==> src/rtl/n2_com_dp_64x84_fifo_ctl.sv <==
// n2_com_dp_64x84_fifo_ctl: in-order FIFO controller over a 64x84 two-port array with a 2-entry output skid buffer.
// Ports: l2clk/reset; push_vld/push_rdy/push_data producer side; pop_vld/pop_rdy/pop_data consumer side;
// flush empties everything, wr_inhibit blocks pushes; count/almost_full report total occupancy;
// ary_* drive the array write/read ports, ary_dout returns read data one cycle after ary_rd_en.
module n2_com_dp_64x84_fifo_ctl #(
    parameter int DEPTH        = 64,
    parameter int WIDTH        = 84,
    parameter int AFULL_THRESH = 56
) (
    input  logic             l2clk,
    input  logic             reset,
    input  logic             push_vld,
    output logic             push_rdy,
    input  logic [WIDTH-1:0] push_data,
    output logic             pop_vld,
    input  logic             pop_rdy,
    output logic [WIDTH-1:0] pop_data,
    input  logic             flush,
    input  logic             wr_inhibit,
    output logic [6:0]       count,
    output logic             almost_full,
    output logic             ary_wr_en,
    output logic [5:0]       ary_wr_adr,
    output logic [WIDTH-1:0] ary_din,
    output logic             ary_rd_en,
    output logic [5:0]       ary_rd_adr,
    input  logic [WIDTH-1:0] ary_dout
);
    logic [6:0]       wp_q, wp_d, rp_q, rp_d, count_q, count_d, aocc;
    logic [1:0]       bcnt_q, bcnt_d, nb;
    logic             inflt_q, inflt_d, af_q, af_d, rst_dly_q, rst_dly_d;
    logic             blk, push_fire, pop_fire, rd_issue, cap;
    logic [WIDTH-1:0] b0_q, b0_d, b1_q, b1_d;
    always_comb begin
        // blk keeps every handshake quiet through the cycle after reset as well
        blk       = reset | rst_dly_q;
        rst_dly_d = reset;
        aocc      = wp_q - rp_q;
        push_rdy  = ~blk & ~flush & ~wr_inhibit & (aocc < 7'(DEPTH));
        push_fire = push_vld & push_rdy;
        pop_vld   = ~blk & ~flush & (bcnt_q != 2'd0);
        pop_fire  = pop_vld & pop_rdy;
        // issue only if the skid buffer can absorb the returning word after this cycle's pop
        rd_issue  = ~blk & ~flush & (aocc != 7'd0) &
                    (({1'b0, bcnt_q} + {2'b0, inflt_q}) < (3'd2 + {2'b0, pop_fire}));
        cap       = inflt_q & ~flush;
        nb        = bcnt_q - {1'b0, pop_fire};
        b0_d      = (cap && nb == 2'd0) ? ary_dout : pop_fire ? b1_q : b0_q;
        b1_d      = (cap && nb == 2'd1) ? ary_dout : b1_q;
        wp_d      = flush ? 7'd0 : wp_q + {6'd0, push_fire};
        rp_d      = flush ? 7'd0 : rp_q + {6'd0, rd_issue};
        bcnt_d    = flush ? 2'd0 : nb + {1'b0, cap};
        inflt_d   = ~flush & rd_issue;
        count_d   = flush ? 7'd0 : count_q + {6'd0, push_fire} - {6'd0, pop_fire};
        af_d      = ~flush & (count_d >= 7'(AFULL_THRESH));
        ary_wr_en  = push_fire;
        ary_wr_adr = push_fire ? wp_q[5:0] : 6'd0;
        ary_din    = push_data;
        ary_rd_en  = rd_issue;
        ary_rd_adr = rd_issue ? rp_q[5:0] : 6'd0;
        pop_data   = b0_q;
        count      = reset ? 7'd0 : count_q;
        almost_full = ~reset & af_q;
    end
    always_ff @(posedge l2clk) begin
        rst_dly_q <= rst_dly_d;
        b0_q      <= b0_d;
        b1_q      <= b1_d;
        if (reset) begin
            wp_q    <= 7'd0;
            rp_q    <= 7'd0;
            bcnt_q  <= 2'd0;
            inflt_q <= 1'b0;
            count_q <= 7'd0;
            af_q    <= 1'b0;
        end else begin
            wp_q    <= wp_d;
            rp_q    <= rp_d;
            bcnt_q  <= bcnt_d;
            inflt_q <= inflt_d;
            count_q <= count_d;
            af_q    <= af_d;
        end
    end
endmodule

==> config.mk <==
export PLATFORM = sky130hd
export DESIGN_NAME = n2_com_dp_64x84_fifo_ctl
export DESIGN_NICKNAME = d
export VERILOG_FILES = /design/src/rtl/n2_com_dp_64x84_fifo_ctl.sv
export SDC_FILE = /design/constraint.sdc
export NUM_CORES = 1
export LEC_CHECK = 0
export BUFFER_PORTS_ARGS = -buffer_cell sky130_fd_sc_hd__buf_2
export CORE_ASPECT_RATIO = 1.2
export CORE_MARGIN = 10
export CORE_UTILIZATION = 33
export DETAILED_ROUTE_END_ITERATION = 8
export GPL_TIMING_DRIVEN = 0
export PLACE_DENSITY_LB_ADDON = 0.2
export SYNTH_ARGS = -nofsm -noshare
export SYNTH_HDL_FRONTEND = slang
export SYNTH_SLANG_ARGS = --single-unit
==> constraint.sdc <==
create_clock -name l2clk -period 17.7 [get_ports l2clk]
set_input_delay 1.77 -clock l2clk [delete_from_list [all_inputs] [get_ports l2clk]]
set_output_delay 1.77 -clock l2clk [all_outputs]
set_load 0.01 [all_outputs]
=== Word-level counts from Yosys, hierarchy flattened ===
Index checks and enable logic that the tools add are counted.

* $add $sub $neg: 9
* Magnitude comparators: 3
* Equality and inequality tests: 1
* Multiplexer cells: 6
* Bitwise logic cells: 17
* Reductions and logical operators: 7

{| class="wikitable"
|+ Operator list
! operator !! number
|-
| two-way mux 84 bit || 2
|-
| adder 7 x 1 -> 7 bit || 3
|-
| two-way mux 7 bit || 2
|-
| AND 1 bit || 12
|-
| two-way mux 6 bit || 2
|-
| greater-or-equal comparator 7 x 6 -> 1 bit, second input constant || 1
|-
| less-than comparator 7 bit, second input constant || 1
|-
| nonzero test 7 bit || 1
|-
| subtractor 7 x 1 -> 7 bit || 1
|-
| subtractor 7 bit || 1
|-
| NOT 1 bit || 4
|-
| nonzero test 2 bit || 2
|-
| adder 2 x 1 -> 3 bit || 1
|-
| adder 2 x 1 -> 3 bit, first input constant || 1
|-
| less-than comparator 3 bit || 1
|-
| adder 2 x 1 -> 2 bit || 1
|-
| == test 2 x 1 -> 1 bit, second input constant || 1
|-
| logical AND 1 bit || 2
|-
| logical NOT 2 bit || 1
|-
| OR reduction 2 bit || 1
|-
| subtractor 2 x 1 -> 2 bit || 1
|-
| OR 1 bit || 1
|}

* Flip-flop bits (word level): 194
* Input port bits: 174
* Output and inout port bits: 192
* Logic and storage cells: 52

=== Logic depth before layout (Yosys ltp) ===
* Depth after elaboration: 11
* Depth in mapped cells: 14
* Gate-level depth less buffers: 14

=== Least setup slack after synthesis ===
OpenSTA, ideal clock, no wires.

* Path type: input port to flip-flop
* From: in reset
* To: reg b0_q[0], in the netlist pop_data[0] (enable)
* Setup time: 0.642 ns
* Data arrival time: 8.171 ns
* Data required time: 17.058 ns
* Slack: 8.886 ns
* Stages: 3
* Path buffers: 1
* Cell sequence: or3_1 > buf_2 > o21ai_0

* Word-level cells in the longest chain between the ends: 9

{| class="wikitable"
|+ Ends and longest elaborated chain
! item !! line !! source
|-
| from (decl) || 11 || <nowiki>input logic reset,</nowiki>
|-
| OR 1 bit (*) || 36 || <nowiki>blk = reset | rst_dly_q;</nowiki>
|-
| NOT 1 bit (*) || 41 || <nowiki>pop_vld = ~blk & ~flush & (bcnt_q != 2'd0);</nowiki>
|-
| AND 1 bit (*) (2 in a row) || 41 ||
|-
| AND 1 bit (*) || 42 || <nowiki>pop_fire = pop_vld & pop_rdy;</nowiki>
|-
| subtractor 2 x 1 -> 2 bit || 47 || <nowiki>nb = bcnt_q - {1'b0, pop_fire};</nowiki>
|-
| logical NOT 2 bit || 48 || <nowiki>b0_d = (cap && nb == 2'd0) ? ary_dout : pop_fire ? b1_q : b0_q;</nowiki>
|-
| logical AND 1 bit || 48 ||
|-
| nonzero test 2 bit (no source line) (*) || n/a ||
|-
| to (signal assigned) || 67 || <nowiki>b0_q <= b0_d;</nowiki>
|-
| to (decl) || 33 || <nowiki>logic [WIDTH-1:0] b0_q, b0_d, b1_q, b1_d;</nowiki>
|}

Mark *: on every way between the ends. The rest lies on a longest branch, timed or not.
A chain may end at the register's enable or synchronous reset.

=== Worst setup path after layout ===
* From: in flush
* To: out ary_rd_adr[0]

* Word-level cells in the longest chain between the ends: 8
* Elaborated cells on any way between the ends: 9
* Classes of those cells: add/sub (1); order compare (1); mux (1); bitwise (6)

{| class="wikitable"
|+ Ends and longest elaborated chain
! item !! line !! source
|-
| from (decl) || 18 || <nowiki>input logic flush,</nowiki>
|-
| NOT 1 bit (*) || 41, 44 ||
|-
| AND 1 bit (*) || 41, 44 ||
|-
| AND 1 bit || 41 ||
|-
| AND 1 bit || 42 ||
|-
| adder 2 x 1 -> 3 bit || 45 || <nowiki>(({1'b0, bcnt_q} + {2'b0, inflt_q}) < (3'd2 + {2'b0, pop_fire}));</nowiki>
|-
| less-than comparator 3 bit || 45 ||
|-
| AND 1 bit (*) || 44 || <nowiki>rd_issue = ~blk & ~flush & (aocc != 7'd0) &</nowiki>
|-
| two-way mux 6 bit (*) || 60 || <nowiki>ary_rd_adr = rd_issue ? rp_q[5:0] : 6'd0;</nowiki>
|-
| to (decl) || 26 || <nowiki>output logic [5:0] ary_rd_adr,</nowiki>
|}

Marks and branches as above.

==> impl_results.md <==
* Die span in y at 195 um
* Area leader, netlist: edfxtp_1
* Pwr Density at 87.1 mW/mm^2
* Hold crit path type: flip-flop to flip-flop
* Register bit total from synthesis at 194
* Core footprint at 0.0249 sq mm
* Clock transition at path regs at 0.07 ns
* RePlAce Congestion at 0.730
* GRT Total Usage at 0.129
* Setup-failing EPs final at 0
* Synth area leaders: edfxtp_1 (60%), mux2_2 (11%), buf_4 (7.5%)
* Post-synth top area share at 0.601
* Reg2Reg Setup Slack at 13.85 ns
* Starting Density at 0.337
* Worst-Skew Late Latency at 0.43 ns
* Hold Path Depth at 1
* Commonest non-fill, non-tap cell in the layout: buf_2
* WL per Instance at 18.1 um
* Post-layout min period at 5.44 ns
* Layout cell share with drive strength beyond 1 at 0.579
* Max FO, Critical Path at 7
* Slowest-stage cell, CP: o31a_1
* Crit end category: primary output
* Commonest cells after routing, fill and taps aside: buf_2 (286), edfxtp_1 (168), mux2_2 (84), buf_4 (84), nor2_1 (36)
* Critical path class: input pin to primary output
* Max Slew Vio Count at 0
* Routed wl met3 at 1.94 mm
* Most frequent CP cell: buf_2
* I/O Pins at 366
* Netlist cell types at 44
* FFs w/ async S/R, synth at 0
* Post-CTS Resized at 0
* Largest net degree at the start of global routing at 53
* Post-CTS Setup Bufs at 0
* Status: completed
* Setup TNS at 0 ns
* Startpoint Class: input pin
* Mapped Area at 0.00839 sq mm
* RSZ-0062 raised after global routing: no
* Top Layer Used: met4
* DRC violation count after routing at 0
* Syn Area/Cell at 15.3 sq um
* Grt ovf at 0
* Max Fclk at 0.184 GHz
* WL final at 21.5 mm
* CTS tree: built
* Critical path arrival at 3.67 ns
* Cts hold-fix bufs at 0
* Fill cell count at 2381
* Cts bufs inserted at 17
* DR iter-0 viols at 270
* Reg2reg path depth at 14
* H-tree levels at 4
* Initial antenna violation count at 1
* Routed Antenna Nets at 0
* First-pass GRT wire length at 32.4 mm
* Largest vdd supply drop at 0.0621 mV
* Cell Chain, Critical Path: buf_2, or3_1, buf_2, o31a_1, nor3_4, a21boi_0, ha_1, buf_2
* First-pass DRT Iterations at 6
* Area Overhead vs Synth at 30.5%
* Full die area at 0.0322 sq mm
* Post-Place Worst Slack at 12.24 ns
* Syn nets at 744
* Vias in the first global route at 5725
* Die Width at 166 um
* Metal1 wirelength at 8.95 mm
* Max incr delay on CP at 0.31 ns
* Actual slew at the worst max-slew pin at 0.918 ns
* CTS root buf: clkbuf_16
* Synth warn at 0
* Final hold vios at 0
* Worst slew margin at 0.386
* Mapped Cells at 548
* Clk_skew at 0.0115 ns
* Num Clock Sinks at 194
* Static Leak at 0.00451 uW
* Final #Nets at 1048
* Critical Path RT at 15.93 ns
* Sequential share of the synthesized area at 0.663
* Row cnt at 63
* CTS max path bufs at 2
* Period utilization at 0.307
* Vias per cell at 4.41
* Post-synth EDFFs at 168
* Via count at 5247
* Final setup margin at 12.26 ns
* Post-DP HPWL at 16.8 mm
* Met2 WL at 10.4 mm
* # port buffers at 281
* Max-cap violations at 0
* Top FF cell, synth: edfxtp_1
[worst paths after layout]
kind                 startpoint                      to
max reg2reg  rp_q[5]$_SDFF_PP0_         af_q$_SDFF_PP0_
min          b1_q[13]$_DFFE_PP_  pop_data[13]$_DFFE_PP_
max                       flush           ary_rd_adr[0]
min reg2reg  b1_q[13]$_DFFE_PP_  pop_data[13]$_DFFE_PP_
[area by class of cell]
cell class	count	area [sq um]	share of cell area
Clock inverter	14	204	0.0186
Antenna cell	1	2.50	0.000229
Multi-Input combinational cell	240	2050	0.187
Tap cell	325	407	0.0371
Timing Repair Buffer	285	1500	0.137
Buffer	97	723	0.0661
Sequential cell	194	5570	0.508
Clock buffer	18	429	0.0392
Inverter	17	63.8	0.00583
[critical path, delay by kind of cell]
family / cells / cell delay [ns]
adders and majority gates: 1 / 0.25
buffers and inverters: 3 / 0.48
AOI/OAI and AO/OA: 2 / 0.62
and+or+nand+nor: 2 / 0.55
[power breakdown]
part           internal, uW  switching, uW
registers               493          0.104
logic                  26.3           20.1
clock network           240            175
[cell usage after synthesis (all sizes together), types with 2 or more instances]
master and count:
nand3 4, nor2b 3, xnor2 15, o21ai 4, or3 2, nor2 36, buf 94, or2 2
clkbuf 3, ha 21, and3 2, nand2 12, inv 17, nor3b 2, nor3 5, edfxtp 168
a21boi 2, a21oi 9, a211oi 2, dfxtp 26, mux2 84, nor4b 5, nand2b 2, xor2 3
and2 10
[per-stage QoR]
stage | hold WS [ns] | area, sq um | util | std cells | power [uW]
2_1_floorplan | 0.505 | 8390 | - | 548 | 525
3_3_place_gp | 0.522 | 10200 | 0.410 | 1154 | 549
3_5_place_dp | 0.532 | 10300 | 0.414 | 1158 | 550
4_1_cts | 0.548 | 10900 | 0.439 | 1190 | 970
5_1_grt | 0.559 | 10900 | 0.439 | 1190 | 992
6_report | 0.542 | 10900 | 0.440 | 1191 | 954
[sequential cells by signal (all words and copies together) (netlist names)]
| register | flops |
|---|---|
| af_q | 1 |
| b1_q | 84 |
| bcnt_q | 2 |
| count_q | 7 |
| inflt_q | 1 |
| pop_data | 84 |
| rp_q | 7 |
| rst_dly_q | 1 |
| wp_q | 7 |
[cells by family after synthesis]
family                     Yosys count  share of synthesized area
DFF                                194                      0.663
buffers and inverters              114                     0.0938
and+or+nand+nor                     90                     0.0552
muxes                               84                      0.113
AOI/OAI and AO/OA                   26                     0.0225
adders and majority gates           22                     0.0337
xor gates and xnor gates            18                     0.0188
[layer usage]
| layer | vias to the layer above | global-route usage |
|---|---|---|
| li1 | 2521 | - |
| met4 | 0 | 0.0312 |
| met3 | 17 | 0.0486 |
| met1 | 2487 | 0.157 |
| met2 | 222 | 0.209 |
| met5 | - | 0 |
Power figures use the tool's default switching activity.
